===== src/rtl/pwm_ctrl_pkg.sv =====
// Shared types and defaults for the PWM pulse-width decode controller.
// Holds the controller state encoding, symbol/sample widths and default parameter values.
package pwm_ctrl_pkg;

  localparam int SYM_W  = 8;
  localparam int DATA_W = 16;

  localparam int DEF_FIFO_DEPTH = 4;
  localparam int DEF_SETTLE_CYC = 2;
  localparam int DEF_IDLE_MIN   = 8;
  localparam int DEF_MAX_WIDTH  = 255;

  typedef enum logic [2:0] {
    ST_ARM,
    ST_WAIT_EDGE,
    ST_PULSE,
    ST_SETTLE,
    ST_COMMIT,
    ST_CLEAR
  } ctrl_state_t;

  // Bits needed to hold the values 0..max_val (never less than one bit).
  function automatic int cnt_width(input int max_val);
    return (max_val < 2) ? 1 : $clog2(max_val + 1);
  endfunction

endpackage


===== src/rtl/sym_fifo.sv =====
// Small synchronous show-ahead FIFO for decoded symbols; head is visible while not empty.
// A push into a full FIFO is accepted only when a pop happens in the same cycle.
module sym_fifo
  import pwm_ctrl_pkg::*;
#(
  parameter int DEPTH = DEF_FIFO_DEPTH,
  parameter int WIDTH = SYM_W
) (
  input  logic                     clock,
  input  logic                     reset_n,
  input  logic                     push,
  input  logic [WIDTH-1:0]         push_data,
  input  logic                     pop,
  output logic [WIDTH-1:0]         head,
  output logic                     full,
  output logic                     empty,
  output logic [$clog2(DEPTH):0]   count
);

  localparam int AW = $clog2(DEPTH);

  logic [WIDTH-1:0] mem [DEPTH];
  logic [AW-1:0]    wr_ptr_reg;
  logic [AW-1:0]    rd_ptr_reg;
  logic [AW:0]      count_reg;
  logic             do_push;
  logic             do_pop;

  assign empty   = (count_reg == '0);
  assign full    = (count_reg == (AW+1)'(DEPTH));
  assign count   = count_reg;
  assign do_pop  = pop && !empty;
  assign do_push = push && (!full || do_pop);
  // Gate the head so an empty FIFO presents zero rather than stale storage.
  assign head    = empty ? '0 : mem[rd_ptr_reg];

  always_ff @(posedge clock or negedge reset_n) begin
    if (!reset_n) begin
      wr_ptr_reg <= '0;
      rd_ptr_reg <= '0;
      count_reg  <= '0;
    end else begin
      if (do_push) wr_ptr_reg <= wr_ptr_reg + 1'b1;
      if (do_pop)  rd_ptr_reg <= rd_ptr_reg + 1'b1;
      count_reg <= count_reg + (AW+1)'(do_push) - (AW+1)'(do_pop);
    end
  end

  always_ff @(posedge clock) begin
    if (do_push) mem[wr_ptr_reg] <= push_data;
  end

endmodule


===== src/rtl/pwm_decode_ctrl.sv =====
// Threshold-based pulse detector that gates an external width counter, captures the
// resulting symbol after a settle delay and queues it, with sticky timeout/overflow flags.
module pwm_decode_ctrl
  import pwm_ctrl_pkg::*;
#(
  parameter int FIFO_DEPTH = DEF_FIFO_DEPTH,
  parameter int SETTLE_CYC = DEF_SETTLE_CYC,
  parameter int IDLE_MIN   = DEF_IDLE_MIN,
  parameter int MAX_WIDTH  = DEF_MAX_WIDTH
) (
  input  logic                     clock,
  input  logic                     reset_n,
  input  logic signed [DATA_W-1:0] data_in,
  input  logic signed [DATA_W-1:0] ref_in,
  input  logic signed [SYM_W-1:0]  decoded_symbol,
  output logic                     enable_counter,
  output logic                     counter_clear,
  output logic signed [SYM_W-1:0]  sym_data,
  output logic                     sym_valid,
  input  logic                     sym_ready,
  input  logic                     clear_flags,
  output logic                     err_timeout,
  output logic                     err_overflow
);

  localparam int IW = cnt_width(IDLE_MIN);
  localparam int WW = cnt_width(MAX_WIDTH);
  localparam int SW = cnt_width(SETTLE_CYC);
  localparam int CW = $clog2(FIFO_DEPTH) + 1;

  ctrl_state_t   state_reg;
  logic [IW-1:0] idle_cnt_reg;
  logic [WW-1:0] width_reg;
  logic [SW-1:0] settle_cnt_reg;

  logic          above;
  logic          push;
  logic          pop;
  logic          fifo_full;
  logic          fifo_empty;
  logic [CW-1:0] fifo_count;
  logic          overflow_evt;
  logic          timeout_evt;

  // Signed strict compare: a sample equal to the threshold is idle.
  assign above        = (data_in > ref_in);
  assign pop          = sym_ready && !fifo_empty;
  assign sym_valid    = (fifo_count != '0);
  assign push         = (state_reg == ST_COMMIT);
  assign overflow_evt = push && fifo_full && !pop;
  // The above sample that would bring the width up to MAX_WIDTH aborts the pulse.
  assign timeout_evt  = (state_reg == ST_PULSE) && above &&
                        (width_reg == WW'(MAX_WIDTH - 1));

  always_ff @(posedge clock or negedge reset_n) begin
    if (!reset_n) begin
      state_reg      <= ST_ARM;
      idle_cnt_reg   <= '0;
      width_reg      <= '0;
      settle_cnt_reg <= '0;
      enable_counter <= 1'b0;
      counter_clear  <= 1'b0;
    end else begin
      enable_counter <= 1'b0;
      counter_clear  <= 1'b0;
      case (state_reg)
        ST_ARM: begin
          if (above) begin
            idle_cnt_reg <= '0;
          end else begin
            idle_cnt_reg <= idle_cnt_reg + 1'b1;
            if (idle_cnt_reg == IW'(IDLE_MIN - 1)) state_reg <= ST_WAIT_EDGE;
          end
        end
        ST_WAIT_EDGE: begin
          if (above) begin
            state_reg      <= ST_PULSE;
            width_reg      <= WW'(1);
            enable_counter <= 1'b1;
          end
        end
        ST_PULSE: begin
          if (above) begin
            width_reg <= width_reg + 1'b1;
            if (timeout_evt) begin
              state_reg     <= ST_CLEAR;
              counter_clear <= 1'b1;
            end else begin
              enable_counter <= 1'b1;
            end
          end else begin
            state_reg      <= ST_SETTLE;
            settle_cnt_reg <= '0;
          end
        end
        ST_SETTLE: begin
          if (settle_cnt_reg == SW'(SETTLE_CYC - 1)) state_reg <= ST_COMMIT;
          else settle_cnt_reg <= settle_cnt_reg + 1'b1;
        end
        ST_COMMIT: begin
          state_reg     <= ST_CLEAR;
          counter_clear <= 1'b1;
        end
        ST_CLEAR: begin
          idle_cnt_reg <= '0;
          width_reg    <= '0;
          state_reg    <= ST_ARM;
        end
        default: state_reg <= ST_ARM;
      endcase
    end
  end

  // A new error in the same cycle as clear_flags keeps the flag set.
  always_ff @(posedge clock or negedge reset_n) begin
    if (!reset_n) begin
      err_timeout  <= 1'b0;
      err_overflow <= 1'b0;
    end else begin
      err_timeout  <= timeout_evt  | (err_timeout  & ~clear_flags);
      err_overflow <= overflow_evt | (err_overflow & ~clear_flags);
    end
  end

  sym_fifo #(
    .DEPTH (FIFO_DEPTH),
    .WIDTH (SYM_W)
  ) u_sym_fifo (
    .clock     (clock),
    .reset_n   (reset_n),
    .push      (push),
    .push_data (decoded_symbol),
    .pop       (pop),
    .head      (sym_data),
    .full      (fifo_full),
    .empty     (fifo_empty),
    .count     (fifo_count)
  );

endmodule

===== config.mk =====
export PLATFORM = sky130hd
export DESIGN_NAME = pwm_decode_ctrl
export DESIGN_NICKNAME = d
export VERILOG_FILES = /design/src/rtl/pwm_ctrl_pkg.sv /design/src/rtl/sym_fifo.sv /design/src/rtl/pwm_decode_ctrl.sv
export SDC_FILE = /design/constraint.sdc
export NUM_CORES = 1
export LEC_CHECK = 0
export ABC_AREA = 1
export BUFFER_PORTS_ARGS = -buffer_cell sky130_fd_sc_hd__buf_4
export CORE_ASPECT_RATIO = 2
export CORE_MARGIN = 3
export CORE_UTILIZATION = 24
export CTS_BUF_LIST = sky130_fd_sc_hd__clkbuf_8
export CTS_CLUSTER_SIZE = 40
export DETAILED_ROUTE_END_ITERATION = 8
export PLACE_DENSITY = 0.4
export SETUP_SLACK_MARGIN = 0.1
export SYNTH_ARGS = -nofsm -noshare
export SYNTH_HDL_FRONTEND = slang
export SYNTH_SLANG_ARGS = --single-unit

===== constraint.sdc =====
create_clock -name clock -period 3.5 [get_ports clock]
set_input_delay 0.175 -clock clock [delete_from_list [all_inputs] [get_ports clock]]
set_output_delay 0.175 -clock clock [all_outputs]
set_load 0.01 [all_outputs]

* Word-level counts from Yosys, hierarchy flattened
Memories as Yosys holds them, arrays and structs flattened. Index checks and enable logic that the tools add are counted.
Word-level totals: input port bits 44, bits in registers 28, memories 1, bits in writable memories 32
Memories:
- u_sym_fifo.mem | depth 4, width 8, read ports 1, clocked after memory_dff 0, write ports 1, RTL line sym_fifo.sv:22 | logic [WIDTH-1:0] mem [DEPTH];
Cells by class: multiplexer cells 25, bitwise operators 5, magnitude comparators 1, eq/ne operators 17, $add $sub $neg 7, reduce and logical (&&, ||, !) cells 20
Operator list (count):
- 8-bit 2-to-1 mux | 3
- 8-bit one-hot mux with 3 select lines | 1
- 3-bit 2-to-1 mux | 6
- 16-bit greater-than comparator | 1
- 3-bit one-hot mux with 5 select lines | 1
- 2-bit inequality test (second input constant) | 7
- 3-bit == test (second input constant) | 3
- 8-bit by 1-bit adder with 8-bit output (second input constant) | 1
- 8-bit == test (second input constant) | 1
- 4-bit one-hot mux with 2 select lines | 1
- 1-bit logical AND | 7
- 1-bit 2-to-1 mux | 7
- 2-bit by 1-bit adder with 2-bit output (second input constant) | 3
- 3-bit by 2-bit == test with 1-bit output (second input constant) | 2
- 3-bit logical NOT | 2
- 3-bit AND reduction | 2
- 3-bit nonzero test | 2
- 5-bit AND reduction | 1
- 4-bit by 1-bit adder with 4-bit output (second input constant) | 1
- 4-bit by 3-bit == test with 1-bit output (second input constant) | 1
- 2-bit 2-to-1 mux | 2
- 4-bit 2-to-1 mux | 1
- 1-bit one-hot mux with 2 select lines | 2
- 2-bit one-hot mux with 2 select lines | 1
- 11 further kinds | 16

* Logic depth before layout (Yosys ltp)
word-level depth 8, gate-level depth with buffers 18

* By module
A second synthesis with hierarchy kept.
Second synthesis, totals: cells, all modules 417, area, all modules 3522.1 um^2
Modules (own cells, without submodules):
- sym_fifo | cells an instance 179, instances 1, area each 1819.2 um^2
- pwm_decode_ctrl | cells an instance 238, instances 1, area each 1702.9 um^2

* Least setup slack after synthesis
No wires, ideal clock.
path kind reg2reg, start register u_sym_fifo.count_reg[1], in the netlist u_sym_fifo.count[1], end register u_sym_fifo.count_reg[2], in the netlist u_sym_fifo.count[2], path buffers 0, setup slack 1.308 ns, clock period less this slack 2.192 ns, data required time 3.371 ns, cell stages (with the launch flop) 12, data arrival time 2.064 ns, cell sequence dfrtp_1 nor2_1 nand2_1 clkinv_1 nor2_1 ha_1 inv_1 ha_1 inv_1 fa_1 xnor2_1 xor2_1
On the way: word-level cells in the longest chain between the ends 8, elaborated cells between the ends (all ways) 10, classes of those cells add/sub: 2; eq/ne: 1; reduce/logical: 7
Ends and longest elaborated chain:
- start: declaration | RTL line sym_fifo.sv:25 | logic [AW:0] count_reg;
- start signal: assignment | RTL line sym_fifo.sv:45 | count_reg <= count_reg + (AW+1)'(do_push) - (AW+1)'(do_pop);
- 3-bit logical NOT * | RTL line sym_fifo.sv:29 | assign empty = (count_reg == '0);
- 1-bit logical NOT * | RTL line sym_fifo.sv:32, pwm_decode_ctrl.sv:47
- 1-bit logical AND | RTL line pwm_decode_ctrl.sv:47 | assign pop = sym_ready && !fifo_empty;
- 1-bit logical AND * | RTL line sym_fifo.sv:32 | assign do_pop = pop && !empty;
- via u_sym_fifo.do_pop | RTL line sym_fifo.sv:27 | logic do_pop;
- 1-bit logical OR | RTL line sym_fifo.sv:33 | assign do_push = push && (!full || do_pop);
- 1-bit logical AND | RTL line sym_fifo.sv:33
- 3-bit by 1-bit adder with 3-bit output | RTL line sym_fifo.sv:45
- 3-bit by 1-bit subtractor with 3-bit output * | RTL line sym_fifo.sv:45
Mark *: on every way through the listed nets, which the timed path passes. The rest lies on a longest branch. A chain may end at the register's enable or synchronous reset.

* Worst setup path in the final report
Same ends and word-level chain as after synthesis.

==> impl_metrics.json <==
{
  "synth_seq_cells": 60,
  "wirelength_mm": 7.56,
  "initial_core_util_pct": 24.8,
  "clock_latency_ns": 0.34,
  "die-width_um": 88.1,
  "multi_input_area_um2": 1320,
  "grt_pass1_wl_mm": 12.5,
  "io_pins": 57,
  "rows": 59,
  "io_buffer_count": 56,
  "synth-main-ff-cell": "edfxtp_1",
  "regArea_um2": 1660,
  "path_clk_slew_ns": 0.07,
  "syn_avg_cell_area_um2": 9.01,
  "htreeDepth": 3,
  "leakagePower_nw": 1.87,
  "synth_edf_count": 32,
  "first_pass_iters": 4,
  "cpMaxStageDelayCell": "dfrtp_1",
  "core_area_um2": 13100,
  "n_fill_cell": 1395,
  "die_h_um": 170,
  "setup_viol": 0,
  "synth.area.top_cells": "edfxtp_1 (30%), dfrtp_1 (22%), ha_1 (10%), inv_1 (7.0%), nor2_1 (7.0%)",
  "tns_ns": 0,
  "ys_seq_area_share_pct": 51.4,
  "placed_cells": 564,
  "async_reset_ff_share_pct": 46.7,
  "place_area_um2": 3840,
  "track_usage_pct": 11.1,
  "max-cap-violations": 0,
  "globalRouteOverflowTotal": 0,
  "yosysWarnings": 0,
  "cts_root_buf": "clkbuf_8",
  "slew_violations": 0,
  "via_count": 2519,
  "nets": 496,
  "place_congestion": 0.737,
  "end_kind": "flop",
  "hpwl_mm": 5.98,
  "fin_cells": 582,
  "cp-start-kind": "flop",
  "area_growth_pct": 25.0,
  "rsz0062_at_grt": "false",
  "crit_chain": "nor2_1, nand2_1, clkinv_1, nor2_1, ha_1, inv_1, ha_1, inv_1, fa_1, xnor2_1, xor2_1",
  "crit_type": "reg -> reg",
  "worst_pin_slew_ns": 0.862,
  "numCtsBuffers": 9,
  "dp_slack_ns": 1.03,
  "cts_tree": "done",
  "drive_gt1_share_pct": 18.4,
  "power_density_nw_per_um2": 637,
  "antenna_left": 0,
  "finalHoldViolCount": 0,
  "setup_ws_ns": 1.07,
  "critPathMaxFanout": 9,
  "drc": 0,
  "worstPathArrival_ns": 2.69,
  "largest_reg_flops": 32,
  "drtIter0Drc": 63,
  "skew_ns": 0.00920,
  "slowest_delay_ns": 0.41,
  "synth_top_area_cell": "edfxtp_1",
  "design_area_um2": 4040,
  "dieArea_um2": 15000,
  "synth.cell_area_um2": 3230,
  "crit_required_ns": 3.76,
  "synth_common_cells": "inv_1 (60), nor2_1 (60), nand2_1 (51)",
  "ir_worst_vdd_mv": 0.143,
  "antenna_cells": 0,
  "fmax_ghz": 0.411,
  "fin_crit_sh_pct": 69.4,
  "synth_fp_nets": 430,
  "antenna_found_initial": 0,
  "grt_max_degree": 29,
  "clkSinkCount": 60,
  "vias_per_cell": 4.33,
  "netlist_instances": 359,
  "cts_buffer_depth": 2,
  "synth_top_area_share_pct": 29.7,
  "relSlewSlack_pct": 42.3,
  "period_needed_ns": 2.43,
  "routedWlPerCell_um": 13.0,
  "hp-class": "in -> reg",
  "status": "finished clean",
  "first_global_vias": 2659,
  "ys_types": 30
}
[placed cells by master, fill, tap and decap left out, types with 6 or more instances in the layout]
master / netlist / routed
inv_1: 60 / 62
nor2_1: 60 / 60
buf_4: 0 / 57
nand2_1: 51 / 51
edfxtp_1: 32 / 32
dfrtp_1: 28 / 28
o21ai_0: 27 / 27
ha_1: 26 / 26
a21oi_1: 19 / 19
nand3_1: 15 / 15
clkbuf_8: 0 / 9
xor2_1: 6 / 6
[critical path, delay by kind of cell, from the launching register on]
family                     cells  cell delay [ns]
adders and majority gates      3             0.78
and+or+nand+nor                3             0.44
DFF                            1             0.41
buffers and inverters          3             0.37
xor gates and xnor gates       2             0.35
[final timing paths]
kind,start,end,slack [ns],cells past startpoint
worst min register to register,idle_cnt_reg[0],idle_cnt_reg[0],0.50,1
min in group asynchronous,reset_n,u_sym_fifo.count[1],0.30,2
worst min-delay path,decoded_symbol[6],u_sym_fifo.mem[2][6],0.04,1
worst max-delay path,u_sym_fifo.count[1],u_sym_fifo.count[2],1.07,11
max in group asynchronous,reset_n,idle_cnt_reg[0],2.90,2
worst max register to register,u_sym_fifo.count[1],u_sym_fifo.count[2],1.07,11
[cell type report]
class                           instances  share of cell area, %
Clock buffer                            9                   3.07
Clock inverter                          7                   1.49
Inverter                               63                   5.85
Multi-Input combinational cell        232                   32.7
Sequential cell                        60                   41.1
Tap cell                              152                   4.71
Timing Repair Buffer                   59                   11.1
[metal layers]
metal | track usage [%] | wire length, µm | vias to the layer above
met5 | 0 | 0 | -
met1 | 10.3 | 2630 | 1158
met2 | 21.8 | 4450 | 55
li1 | - | - | 1299
met3 | 3.25 | 347 | 7
met4 | 4.54 | 144 | 0
[through the flow]
stage | hold slack (ns) | utilization (%) | total power [W]
after CTS | 0.0175 | 30.9 | 0.00264
final | 0.0355 | 30.9 | 0.00257
after global routing | 0.0152 | 30.9 | 0.00281
after global placement | 0.134 | 29.4 | 0.00201
after floorplan | -0.121 | - | 0.00162
after detailed placement | 0.134 | 29.4 | 0.00202
[cell families after synthesis]
kind of cell	share of synthesized area, %
simple gates	18.5
buf+inv	7.78
flops	51.4
compound gates	9.21
fa+ha+maj	10.7
xor+xnor	2.44
[report_power, final]
| group | switching [W] | internal [W] |
|---|---|---|
| logic | 0.000582 | 0.000402 |
| registers | 0.000128 | 0.000866 |
| clock network | 0.000275 | 0.000320 |
| total | 0.000985 | 0.00159 |
[repair_timing]
item	4_1_cts	5_1_grt
endpoints found under the hold margin	29	0
hold buffers	2	0
gates resized for setup	0	0
setup buffers	0	0
Note: power is estimated with default switching activity, not from simulation.
